## src/rtl/muldiv_unit_pkg.sv

```systemverilog
`default_nettype none
// ============================================================================
// Module   : muldiv_unit_pkg
// Purpose  : Shared constants for the integer datapath. Holds the ALU op
//            codes, the M-extension op codes (funct3 encoding) and the
//            muldiv_unit FSM states. It also holds small helpers that decode
//            operand signedness.
// Revision : 1.0 - initial release
// ============================================================================
package muldiv_unit_pkg;

    // Base ALU op codes used by the execute stage
    typedef enum logic [3:0] {
        ALU_ADD  = 4'd0,
        ALU_SUB  = 4'd1,
        ALU_SLL  = 4'd2,
        ALU_SLT  = 4'd3,
        ALU_SLTU = 4'd4,
        ALU_XOR  = 4'd5,
        ALU_SRL  = 4'd6,
        ALU_SRA  = 4'd7,
        ALU_OR   = 4'd8,
        ALU_AND  = 4'd9
    } alu_op_e;

    // M-extension ops, encoded exactly as funct3
    typedef enum logic [2:0] {
        OP_MUL    = 3'b000,
        OP_MULH   = 3'b001,
        OP_MULHSU = 3'b010,
        OP_MULHU  = 3'b011,
        OP_DIV    = 3'b100,
        OP_DIVU   = 3'b101,
        OP_REM    = 3'b110,
        OP_REMU   = 3'b111
    } muldiv_op_e;

    typedef enum logic [1:0] {
        ST_IDLE = 2'd0,
        ST_CALC = 2'd1,
        ST_DONE = 2'd2
    } muldiv_state_e;

    localparam int CNT_W = 6;

    function automatic logic op_is_div(input muldiv_op_e op);
        return op inside {OP_DIV, OP_DIVU, OP_REM, OP_REMU};
    endfunction

    // rs1 is treated as signed for MULH, MULHSU, DIV and REM
    function automatic logic op_signed_a(input muldiv_op_e op);
        return op inside {OP_MULH, OP_MULHSU, OP_DIV, OP_REM};
    endfunction

    // rs2 is treated as signed for MULH, DIV and REM
    function automatic logic op_signed_b(input muldiv_op_e op);
        return op inside {OP_MULH, OP_DIV, OP_REM};
    endfunction

endpackage
`default_nettype wire

```

## src/rtl/muldiv_unit_iter.sv

```systemverilog
`default_nettype none
// ============================================================================
// Module   : muldiv_iter
// Purpose  : One combinational step of the iterative multiplier/divider.
//            Multiply: acc = {hi, multiplier}. The step conditionally adds the
//            operand into hi and then shifts {carry, hi, lo} right by one.
//            Divide (restoring): acc = {remainder, dividend/quotient}. The
//            step shifts left, trial-subtracts the divisor from the 33-bit
//            partial remainder, and shifts in the quotient bit.
// Ports    : is_div  - select divide step (else multiply step)
//            acc_in  - 2*XLEN accumulator before the step
//            operand - multiplicand or divisor magnitude
//            acc_out - 2*XLEN accumulator after the step
// Revision : 1.0 - initial release
// ============================================================================
module muldiv_iter
    import muldiv_unit_pkg::*;
#(
    parameter int XLEN = 32
) (
    input  logic                is_div,
    input  logic [2*XLEN-1:0]   acc_in,
    input  logic [XLEN-1:0]     operand,
    output logic [2*XLEN-1:0]   acc_out
);

    logic [XLEN:0]   w_add_sum;
    logic [XLEN:0]   w_shifted;
    logic            w_fits;
    logic [XLEN-1:0] w_diff;

    // Multiply: carry out of the add becomes the new MSB after the shift
    assign w_add_sum = {1'b0, acc_in[2*XLEN-1:XLEN]}
                     + (acc_in[0] ? {1'b0, operand} : {(XLEN+1){1'b0}});

    // Divide: 33-bit partial remainder after pulling in the next dividend bit
    assign w_shifted = acc_in[2*XLEN-1:XLEN-1];
    assign w_fits    = (w_shifted >= {1'b0, operand});
    // When the divisor fits, the difference is below the divisor, so the low
    // XLEN bits hold it exactly
    assign w_diff    = w_shifted[XLEN-1:0] - operand;

    always_comb begin
        if (is_div) begin
            if (w_fits) begin
                acc_out = {w_diff, acc_in[XLEN-2:0], 1'b1};
            end else begin
                acc_out = {w_shifted[XLEN-1:0], acc_in[XLEN-2:0], 1'b0};
            end
        end else begin
            acc_out = {w_add_sum, acc_in[XLEN-1:1]};
        end
    end

endmodule
`default_nettype wire

```

## src/rtl/muldiv_unit.sv

```systemverilog
`default_nettype none
// ============================================================================
// Module   : muldiv_unit
// Purpose  : Iterative RV32 M-extension unit (MUL/MULH/MULHSU/MULHU/DIV/DIVU/
//            REM/REMU). It runs one shift-add or restoring shift-subtract step
//            per cycle on operand magnitudes and applies signs when it enters
//            DONE. Divide-by-zero and signed overflow bypass CALC.
// Ports    : clk, rst_n (sync, active-low)
//            start, op, a, b, rd_addr_in - op request from execute stage
//            flush                        - abort in-flight op
//            stall_req, busy              - pipeline hold / unit occupied
//            done, result, rd_addr_out    - registered completion
// Revision : 1.0 - initial release
// ============================================================================
module muldiv_unit
    import muldiv_unit_pkg::*;
#(
    parameter int XLEN = 32
) (
    input  logic            clk,
    input  logic            rst_n,
    input  logic            start,
    input  logic [2:0]      op,
    input  logic [XLEN-1:0] a,
    input  logic [XLEN-1:0] b,
    input  logic [4:0]      rd_addr_in,
    input  logic            flush,
    output logic            stall_req,
    output logic            busy,
    output logic            done,
    output logic [XLEN-1:0] result,
    output logic [4:0]      rd_addr_out
);

    localparam logic [XLEN-1:0]  INT_MIN  = {1'b1, {(XLEN-1){1'b0}}};
    localparam logic [CNT_W-1:0] LAST_CNT = CNT_W'(XLEN - 1);

    muldiv_state_e     state_q, state_d;
    logic [CNT_W-1:0]  cnt_q, cnt_d;
    logic [2*XLEN-1:0] acc_q, acc_d;
    logic [XLEN-1:0]   opnd_q, opnd_d;
    muldiv_op_e        op_q, op_d;
    logic              a_neg_q, a_neg_d;
    logic              b_neg_q, b_neg_d;
    logic [4:0]        rd_q, rd_d;
    logic [XLEN-1:0]   result_q, result_d;
    logic [4:0]        rd_out_q, rd_out_d;
    logic              done_q, done_d;

    muldiv_op_e        w_op;
    logic              w_a_neg, w_b_neg;
    logic [XLEN-1:0]   w_a_mag, w_b_mag;
    logic              w_div0, w_ovf;
    logic [2*XLEN-1:0] w_acc_iter;
    logic [2*XLEN-1:0] w_prod_s;
    logic [XLEN-1:0]   w_quo_s, w_rem_s;

    assign w_op    = muldiv_op_e'(op);
    assign w_a_neg = op_signed_a(w_op) & a[XLEN-1];
    assign w_b_neg = op_signed_b(w_op) & b[XLEN-1];
    assign w_a_mag = w_a_neg ? -a : a;
    assign w_b_mag = w_b_neg ? -b : b;
    assign w_div0  = op_is_div(w_op) && (b == '0);
    assign w_ovf   = (w_op == OP_DIV || w_op == OP_REM) && (a == INT_MIN) && (b == '1);

    muldiv_iter #(
        .XLEN    (XLEN)
    ) u_iter (
        .is_div  (op_is_div(op_q)),
        .acc_in  (acc_q),
        .operand (opnd_q),
        .acc_out (w_acc_iter)
    );

    // Sign fix-up applied to the accumulator value produced by the final step.
    // For unsigned ops the latched sign flags are zero.
    assign w_prod_s = (a_neg_q ^ b_neg_q) ? -w_acc_iter : w_acc_iter;
    assign w_quo_s  = (a_neg_q ^ b_neg_q) ? -w_acc_iter[XLEN-1:0] : w_acc_iter[XLEN-1:0];
    assign w_rem_s  = a_neg_q ? -w_acc_iter[2*XLEN-1:XLEN] : w_acc_iter[2*XLEN-1:XLEN];

    always_comb begin
        state_d  = state_q;
        cnt_d    = cnt_q;
        acc_d    = acc_q;
        opnd_d   = opnd_q;
        op_d     = op_q;
        a_neg_d  = a_neg_q;
        b_neg_d  = b_neg_q;
        rd_d     = rd_q;
        result_d = result_q;
        rd_out_d = rd_out_q;
        done_d   = 1'b0;

        case (state_q)
            ST_IDLE: begin
                if (start) begin
                    op_d    = w_op;
                    a_neg_d = w_a_neg;
                    b_neg_d = w_b_neg;
                    rd_d    = rd_addr_in;
                    cnt_d   = '0;
                    acc_d   = {{XLEN{1'b0}}, w_a_mag};
                    opnd_d  = w_b_mag;
                    if (w_div0 || w_ovf) begin
                        // Architecturally defined corner results need no iteration
                        state_d  = ST_DONE;
                        done_d   = 1'b1;
                        rd_out_d = rd_addr_in;
                        if (w_div0) begin
                            result_d = (w_op == OP_DIV || w_op == OP_DIVU) ? '1 : a;
                        end else begin
                            result_d = (w_op == OP_DIV) ? INT_MIN : '0;
                        end
                    end else begin
                        state_d = ST_CALC;
                    end
                end
            end
            ST_CALC: begin
                acc_d = w_acc_iter;
                cnt_d = cnt_q + 1'b1;
                if (cnt_q == LAST_CNT) begin
                    state_d  = ST_DONE;
                    done_d   = 1'b1;
                    rd_out_d = rd_q;
                    case (op_q)
                        OP_MUL:                       result_d = w_prod_s[XLEN-1:0];
                        OP_MULH, OP_MULHSU, OP_MULHU: result_d = w_prod_s[2*XLEN-1:XLEN];
                        OP_DIV, OP_DIVU:              result_d = w_quo_s;
                        default:                      result_d = w_rem_s;
                    endcase
                end
            end
            ST_DONE: begin
                state_d = ST_IDLE;
            end
            default: begin
                state_d = ST_IDLE;
            end
        endcase

        // Flush wins over everything, including a same-cycle start or completion
        if (flush) begin
            state_d  = ST_IDLE;
            done_d   = 1'b0;
            result_d = result_q;
            rd_out_d = rd_out_q;
        end
    end

    always_ff @(posedge clk) begin
        if (!rst_n) begin
            state_q  <= ST_IDLE;
            cnt_q    <= '0;
            acc_q    <= '0;
            opnd_q   <= '0;
            op_q     <= OP_MUL;
            a_neg_q  <= 1'b0;
            b_neg_q  <= 1'b0;
            rd_q     <= '0;
            result_q <= '0;
            rd_out_q <= '0;
            done_q   <= 1'b0;
        end else begin
            state_q  <= state_d;
            cnt_q    <= cnt_d;
            acc_q    <= acc_d;
            opnd_q   <= opnd_d;
            op_q     <= op_d;
            a_neg_q  <= a_neg_d;
            b_neg_q  <= b_neg_d;
            rd_q     <= rd_d;
            result_q <= result_d;
            rd_out_q <= rd_out_d;
            done_q   <= done_d;
        end
    end

    assign busy        = (state_q != ST_IDLE);
    assign stall_req   = ((state_q == ST_IDLE) && start) || (state_q == ST_CALC);
    assign done        = done_q;
    assign result      = result_q;
    assign rd_addr_out = rd_out_q;

endmodule
`default_nettype wire
```

## config.mk

```make
export PLATFORM = sky130hd
export DESIGN_NAME = muldiv_unit
export DESIGN_NICKNAME = d
export VERILOG_FILES = /design/src/rtl/muldiv_unit_pkg.sv /design/src/rtl/muldiv_unit_iter.sv /design/src/rtl/muldiv_unit.sv
export SDC_FILE = /design/constraint.sdc
export NUM_CORES = 1
export LEC_CHECK = 0
export CELL_PAD_IN_SITES_DETAIL_PLACEMENT = 2
export CELL_PAD_IN_SITES_GLOBAL_PLACEMENT = 2
export CORE_MARGIN = 8
export CORE_UTILIZATION = 30
export DETAILED_ROUTE_END_ITERATION = 7
export PLACE_DENSITY = 0.72
export SYNTH_ARGS = -nofsm -noshare
export SYNTH_HDL_FRONTEND = slang
export SYNTH_SLANG_ARGS = --single-unit
```

## constraint.sdc

```tcl
create_clock -name clk -period 8.95 [get_ports clk]
set_input_delay 1.79 -clock clk [delete_from_list [all_inputs] [get_ports clk]]
set_output_delay 1.79 -clock clk [all_outputs]
set_load 0.01 [all_outputs]
```

==> out/results.tsv, run 1 <==
stage	metric	value	unit
clock_network	htreeDepth	4	
die	die_width	243	um
timing	setup_slack	2.58	ns
grt	globalRouteTotalUtil	0.261	
cells_and_area	final_layout_size_suffix_gt1_frac	0.0584	
detailed_routing	detailedRoute.firstIterationViolations	1218	
power	max-vdd-ir-drop	0.000148	V
cells_and_area	nFillCells	6019	
placement	minimum_setup_slack_after_placement	2.38	ns
grt	global_route_wire_length_before_repair	120000	um
critical_path	cp.required	9.27	ns
timing	maxClockFrequency	0.157	GHz
die	fp-row-count	83	
critical_path	r2r-end	result[29]	
cells_and_area	layout-area-overhead-vs-synth	14.5	%
clock_network	cts_num_sinks	152	
critical_path	reg2reg_from	acc_q[0]	
synthesis	post_synth.cell_area_avg	7.14	um2
critical_path	critical_path_peak_fanout	31	
detailed_routing	wire_per_inst	27.4	um
timing	timing_max_transition_violations_final	0	
synthesis	synth-seq-area-share	0.196	
synthesis	yosys_register_bits	152	
hold_path	timing.hold.worst.class	flop to flop	
clock_network	clock_tree_from_tritoncts	built	
clock_network	clock_pin_transition_on_the_worst_setup_and_hold_timing_paths	0.07	ns
cells_and_area	final_cell_count_no_fill	2889	
grt	gr-total-overflow	0	
critical_path	setup.reg_to_reg.worst_slack	2.58	ns
clock_network	post_cts.repair.setup_buffers	0	
die	io_pins	116	
critical_path	endpoint_kind	flop	
placement	port-buffer-count	115	
grt	maximum_number_of_pins_on_one_net_before_global_route_repair	83	
clock_network	clockRootBuffer	sky130_fd_sc_hd__clkbuf_16	
synthesis	synthesis.yosys.warnings	0	
placement	detailed_place_hpwl	61400	um
detailed_routing	dr_total_vias	17600	
detailed_routing	via_density	6.08	
timing	max_slew.worst_pin.slew	1.11	ns
critical_path	cp.arrival	6.69	ns
synthesis	cell_types_with_the_largest_area_share_after_synthesis	sky130_fd_sc_hd__dfxtp_1 20%, sky130_fd_sc_hd__nor2_1 7.8%, sky130_fd_sc_hd__a21oi_1 5.8%, sky130_fd_sc_hd__ha_1 5.7%, sky130_fd_sc_hd__xnor2_1 5.3%	
critical_path	ff2ff_path_depth	17	
run	timing.max_cap.violations	0	
cells_and_area	antenna_cells	0	
timing	final_hold_viol_count	0	
timing	totalNegativeSetupSlack	0	ns
critical_path	critical_path_startpoint_category	flop	
synthesis	synth.cell_area	15500	um2
synthesis	async_flop_share	0	
die	floorplan.core_area	51200	um2
power	leakagePower	6.41	nW
clock_network	clock_path_buffers	2	
detailed_routing	first_pass_iters	5	
timing	min_period	6.37	ns
synthesis	post_synth_edffs	0	
placement	inst_count_dp	2857	
clock_network	worst_skew_pair.late_latency	0.50	ns
synthesis	synth_cells	2171	
die	initial_core_util	0.303	
power	pwr_density_cell	134	nW/um2
timing	rsz0062_at_grt	no	
synthesis	post_synth_most_frequent_cells	320 x sky130_fd_sc_hd__nor2_1, 185 x sky130_fd_sc_hd__nand2_1, 179 x sky130_fd_sc_hd__a21oi_1	
clock_network	tritoncts.num_buffers	17	
grt	number_of_global_route_vias_before_repair	18600	
critical_path	timing_worst_setup_path_type	flop to flop	
clock_network	cts_resized	0	
grt	grt_antenna_before_repair	0	
timing	headroom_to_the_max_slew_limit	0.255	
detailed_routing	routed_wl	79300	um
synthesis	yosys_most_used_dff	sky130_fd_sc_hd__dfxtp_1	
synthesis	synth.distinct_cells	106	
die	floorplan.die_area	59200	um2
synthesis	synth.top_cell.area_share	0.196	
synthesis	synth_top_area_cell	sky130_fd_sc_hd__dfxtp_1	
die	die_height	243	um
run_status	outcome	finished, final reports clean	
detailed_routing	drc	0	
synthesis	post-synth-top-count-cell	sky130_fd_sc_hd__nor2_1	
clock_network	holdBufCountCts	0	
detailed_routing	ant_nets	0	
critical_path	crit_start	acc_q[0]	
timing	finClkSkew	0.0156	ns
critical_path	setup.worst_path.end	result[29]	
cells_and_area	design.final.nets	2344	
timing	final.period_utilization	0.712	
timing	final-setup-viol-count	0	
placement	routabilityCongestion	0.967	
synthesis	syn-num-nets	2319	
-- kinds of logic after synthesis --
kind of cell    count (synthesis)  synth area share
buf+inv                       206            0.0551
mux                            49            0.0325
compound gates                712             0.312
flops                         152             0.196
simple gates                  810             0.249
fa+ha+maj                      72            0.0591
xor+xnor                      170            0.0961
-- worst min-delay path by stage --
stage	startpoint	to	slack, ns	depth (start not counted)
final	rd_q[3]	rd_q[3]	0.46	2
after global routing	rd_q[3]	rd_q[3]	0.49	2
after CTS	rd_q[3]	rd_q[3]	0.46	2
after detailed placement	rd_q[3]	rd_q[3]	0.45	2
after global placement	rd_q[1]	rd_q[1]	0.44	2
after floorplan	opnd_q[31]	opnd_q[31]	0.43	2
-- area by class of cell --
class	count	area, um2	area share
Sequential cell	152	3050	0.172
Multi-Input combinational cell	1813	11600	0.656
Clock buffer	25	485	0.0274
Clock inverter	7	92.6	0.00522
Inverter	67	254	0.0143
Timing Repair Buffer	145	1380	0.0776
Tap cell	680	851	0.0479
-- through the flow --
step / total power [mW] / instance area (um2) / hold WS (ns) / util
6_report: 2.38 / 17700 / 0.456 / 0.347
3_3_place_gp: 1.58 / 17200 / 0.443 / 0.335
5_1_grt: 2.48 / 17700 / 0.493 / 0.347
3_5_place_dp: 1.61 / 17200 / 0.452 / 0.335
4_1_cts: 2.39 / 17700 / 0.460 / 0.347
2_1_floorplan: 1.29 / 15500 / 0.432 / -
-- flip-flops by register name (all words and copies together) (netlist names) --
signal       flops
cnt_q            6
b_neg_q          1
acc_q           64
result          32
rd_addr_out      5
done             1
a_neg_q          1
state_q          2
rd_q             5
opnd_q          32
op_q             3
-- cells in the final DEF (no fill, tap or decap), types with 40 or more instances in the layout --
master	count
sky130_fd_sc_hd__nand3_1	50
sky130_fd_sc_hd__xor2_1	75
sky130_fd_sc_hd__nand2_1	185
sky130_fd_sc_hd__xnor2_1	93
sky130_fd_sc_hd__dfxtp_1	151
sky130_fd_sc_hd__nor3_1	56
sky130_fd_sc_hd__a211oi_1	40
sky130_fd_sc_hd__ha_1	70
sky130_fd_sc_hd__a21oi_1	179
sky130_fd_sc_hd__a31oi_1	48
sky130_fd_sc_hd__clkdlybuf4s50_1	115
sky130_fd_sc_hd__o21ai_0	140
sky130_fd_sc_hd__nor2_1	319
sky130_fd_sc_hd__inv_1	65
-- where the power goes --
part	internal, mW	switching, mW	leakage [nW]
Sequential	0.710	0.0332	1.24
Combinational	0.280	0.586	4.88
Clock	0.432	0.342	0.285
-- routing by layer --
metal	vias to the layer above	part of all wire	global-route usage
met5	-	0	0
met4	0	0.026	0.0829
met3	106	0.057	0.0482
met2	510	0.46	0.425
met1	8911	0.46	0.346
li1	8044	-	-
-- worst max-delay path, cell delays in order, from the launching register on --
cell and delay [ns]:
sky130_fd_sc_hd__dfxtp_1 0.38, sky130_fd_sc_hd__inv_1 0.09, sky130_fd_sc_hd__buf_4 0.36, sky130_fd_sc_hd__nor2_1 0.08
sky130_fd_sc_hd__ha_1 0.37, sky130_fd_sc_hd__a21o_1 0.21, sky130_fd_sc_hd__a21oi_1 0.38, sky130_fd_sc_hd__a21oi_1 0.26
sky130_fd_sc_hd__or3_1 0.51, sky130_fd_sc_hd__a2111oi_0 0.94, sky130_fd_sc_hd__a311oi_1 0.28, sky130_fd_sc_hd__a221oi_2 0.42
sky130_fd_sc_hd__nand3_1 0.28, sky130_fd_sc_hd__nor4_4 0.61, sky130_fd_sc_hd__nand4_1 0.23, sky130_fd_sc_hd__mux2_2 0.39
sky130_fd_sc_hd__a221oi_1 0.29, sky130_fd_sc_hd__a311oi_1 0.10
(Power assumes the default switching activity.)
==> run 2, diff against run 1 <==
- PLACE_DENSITY: 0.72 -> 0.75
- clock period: 8.95 -> 5.5 ns (I/O delays scaled with it)
==> run 2 against run 1 <==
  * Worst hold slack improved by 0.0097 ns
  * Non-clock buffer count rose by 88
  * Clock skew fell by 0.0040 ns
  * Wire length rose by 3.1%
  * Worst setup slack got worse by 2.4 ns
  * Via count rose by 4.4%
  * Total power rose by 72%
  * Design area rose by 4.5%
  * Final cell count rose by 3.0%
  * Register-to-register slack got worse by 2.4 ns
  * Critical path depth rose by 2
  * Sequential power rose by 64%
  * Largest cell class unchanged
  * Largest power group unchanged
  * Highest routed layer unchanged
==> out/results.tsv, run 2 (synthesis gave the netlist of run 1 again) <==
stage	metric	value	unit	change
critical_path	critical_path_peak_fanout	11		was 31
hold_path	timing.hold.worst.class	flop to flop		unchanged
placement	detailed_place_hpwl	63800	um	was 61400 um
critical_path	worstPathCellList	inv_1, ha_1, nand4_1, or4_4, o211ai_2, o31a_4, buf_4, o21ai_1, a31oi_4, ha_1, inv_1, a31o_2, nor3_4, nand3_1, buf_4, o31ai_4, xnor2_1, a221oi_2, nor3_1		was inv_1, buf_4, nor2_1, ha_1, a21o_1, a21oi_1, a21oi_1, or3_1, a2111oi_0, a311oi_1, a221oi_2, nand3_1, nor4_4, nand4_1, mux2_2, a221oi_1, a311oi_1
detailed_routing	detailedRoute.firstIterationViolations	1274		was 1218
detailed_routing	drc	0		unchanged
cells_and_area	sequential_cell_area	3050	um2	about the same
detailed_routing	routed_wl	81700	um	was 79300 um
detailed_routing	dr_total_vias	18300		was 17600
grt	maximum_number_of_pins_on_one_net_before_global_route_repair	85		was 83
critical_path	cp.arrival	5.58	ns	was 6.69 ns
timing	max_slew.worst_pin.slew	1.09	ns	was 1.11 ns
grt	gr-total-overflow	0		unchanged
critical_path	setup.worst_path.end	result[20]		was result[29]
cells_and_area	final_layout_size_suffix_gt1_frac	0.100		was 0.0584
critical_path	crit_path_max_incr_delay	0.58	ns	was 0.94 ns
clock_network	htreeDepth	4		unchanged
detailed_routing	wire_per_inst	27.4	um	about the same
timing	totalNegativeSetupSlack	0	ns	unchanged
die	die_width	243	um	unchanged
critical_path	worstPathBufferInverterCount	4		was 2
critical_path	path_depth	19		was 17
timing	headroom_to_the_max_slew_limit	0.276		was 0.255
timing	final-setup-viol-count	0		unchanged
detailed_routing	ant_nets	0		unchanged
grt	globalRouteTotalUtil	0.266		was 0.261
clock_network	clock_tree_from_tritoncts	built		unchanged
power	clock_power_share	0.340		was 0.325
critical_path	family_of_cells_with_the_greatest_summed_delay_on_the_critical_path	compound AO/OA/AOI/OAI gates		unchanged
power	power_report.internal_total	2.48	mW	was 1.42 mW
placement	port-buffer-count	115		unchanged
critical_path	ff2ff_path_depth	19		was 17
placement	minimum_setup_slack_after_placement	0.167	ns	was 2.38 ns
timing	final.period_utilization	0.959		was 0.712
critical_path	r2r-end	result[20]		was result[29]
placement	routabilityCongestion	0.967		about the same
critical_path	setup.reg_to_reg.worst_slack	0.22	ns	was 2.58 ns
cells_and_area	final_cell_mix	318 x sky130_fd_sc_hd__nor2_1, 185 x sky130_fd_sc_hd__nand2_1, 176 x sky130_fd_sc_hd__a21oi_1		was 319 x sky130_fd_sc_hd__nor2_1, 185 x sky130_fd_sc_hd__nand2_1, 179 x sky130_fd_sc_hd__a21oi_1
cells_and_area	design.final.nets	2432		was 2344
die	floorplan.core_area	51200	um2	unchanged
die	die_height	243	um	unchanged
critical_path	cpMaxStageDelayCell	sky130_fd_sc_hd__or4_4		was sky130_fd_sc_hd__a2111oi_0
cells_and_area	number_of_flip_flops_in_the_largest_register	64		unchanged
timing	rsz0062_at_grt	no		unchanged
power	switching_share	0.396		was 0.403
timing	hold_slack	0.466	ns	was 0.456 ns
timing	timing_max_transition_violations_final	0		unchanged
power	power_frac_comb	0.363		was 0.364
cells_and_area	layout-area-overhead-vs-synth	19.7	%	was 14.5%
grt	grt_antenna_before_repair	1		was 0
timing	min_period	5.28	ns	was 6.37 ns
clock_network	clockRootBuffer	sky130_fd_sc_hd__clkbuf_16		unchanged
critical_path	reg2reg_from	opnd_q[9]		was acc_q[0]
cells_and_area	area_taken_by_multi_input_logic_gates	11700	um2	was 11600 um2
clock_network	clock_path_buffers	2		unchanged
die	io_pins	116		unchanged
power	pwr_density_cell	221	nW/um2	was 134 nW/um2
grt	global_route_wire_length_before_repair	124000	um	was 120000 um
timing	maxClockFrequency	0.190	GHz	was 0.157 GHz
clock_network	cts_num_sinks	152		unchanged
clock_network	tritoncts.num_buffers	17		unchanged
timing	finClkSkew	0.0116	ns	was 0.0156 ns
clock_network	worst_skew_pair.late_latency	0.48	ns	was 0.50 ns
cells_and_area	nFillCells	6013		was 6019
power	leakagePower	6.89	nW	was 6.41 nW
critical_path	endpoint_kind	flop		unchanged
critical_path	cp.required	5.80	ns	was 9.27 ns
timing	setup_slack	0.225	ns	was 2.58 ns
die	fp-row-count	83		unchanged
clock_network	clock_pin_transition_on_the_worst_setup_and_hold_timing_paths	0.07	ns	about the same
timing	final_hold_viol_count	0		unchanged
detailed_routing	via_density	6.16		was 6.08
critical_path	timing_worst_setup_path_type	flop to flop		unchanged
power	p_seq_frac	0.297		was 0.312
die	initial_core_util	0.303		unchanged
die	floorplan.die_area	59200	um2	unchanged
cells_and_area	final_common_cell	sky130_fd_sc_hd__nor2_1		unchanged
detailed_routing	first_pass_iters	5		unchanged
critical_path	crit_start	opnd_q[9]		was acc_q[0]
power	max-vdd-ir-drop	0.000250	V	was 0.000148 V
cells_and_area	antenna_cells	0		unchanged
critical_path	critical_path_startpoint_category	flop		unchanged
grt	number_of_global_route_vias_before_repair	19500		was 18600
run	timing.max_cap.violations	0		unchanged
cells_and_area	largest-register	acc_q		unchanged
run_status	outcome	finished, final reports clean		unchanged
power	power.net_switching	1.62	mW	was 962 uW
run 2: cell count changes in the layout (fill, tap and decap cells not counted), sizes merged:
cell and change:
bufinv +3, inv +1, clkbuf -7, clkinvlp +3
buf +88
run 2: through the flow:
step           power, mW  utilization  instance area, um2  std cells
2_1_floorplan       2.09            -               15500       2171
3_3_place_gp        2.63        0.348               17800       2942
3_5_place_dp        2.68        0.348               17800       2942
4_1_cts             4.08        0.361               18500       2974
5_1_grt             4.24        0.362               18600       2977
6_report            4.10        0.362               18600       2977
run 2: power groups by stage:
stage | registers, mW | clock network, mW | logic [mW]
floorplan | 1.21 | 0 | 0.878
global placement | 1.24 | 0 | 1.40
detailed placement | 1.24 | 0 | 1.44
CTS | 1.21 | 1.41 | 1.45
global route | 1.22 | 1.45 | 1.57
finish | 1.22 | 1.39 | 1.49
run 2: worst min path at each step:
stage	from	to	slack [ns]	cells past startpoint
final	rd_q[0]	rd_q[0]	0.47	2
after global routing	rd_q[3]	rd_q[3]	0.49	2
after CTS	rd_q[2]	rd_q[2]	0.47	2
after detailed placement	rd_q[2]	rd_q[2]	0.46	2
after global placement	rd_q[3]	rd_q[3]	0.44	2
after floorplan	opnd_q[31]	opnd_q[31]	0.43	2
run 2: per-layer routing:
layer / up-vias / routed length (um) / GRT usage / part of all wire
li1: 8226 / - / - / -
met1: 9418 / 36700 / 0.345 / 0.45
met5: - / 0 / 0 / 0
met3: 143 / 3980 / 0.0371 / 0.049
met2: 550 / 38000 / 0.438 / 0.46
met4: 0 / 3100 / 0.108 / 0.038
run 2: area by class of cell:
class	instances	share of cell area
clock buffer	18	0.0231
multi-input combinational	1813	0.630
inverter	67	0.0137
clock inverter	14	0.0121
sequential	152	0.164
tap	680	0.0459
timing repair buffer	233	0.111
run 2: worst register-to-register path: cells and delay by family, from the launching register on:
kind	cells	cell delay (ns)
AOI/OAI and AO/OA	7	1.77
xor gates and xnor gates	1	0.12
adders and majority gates	2	0.80
buffers and inverters	4	0.59
DFF	1	0.34
and+or+nand+nor	5	1.47
run 2: what timing repair did:
action                                 in CTS  in global routing
endpoints found under the hold margin       0                  0
setup buffers                               0                  3
resized for setup                           1                  9
setup endpoints to repair                   1                 11
pin swaps                                   0                  3
hold buffers                                0                  0
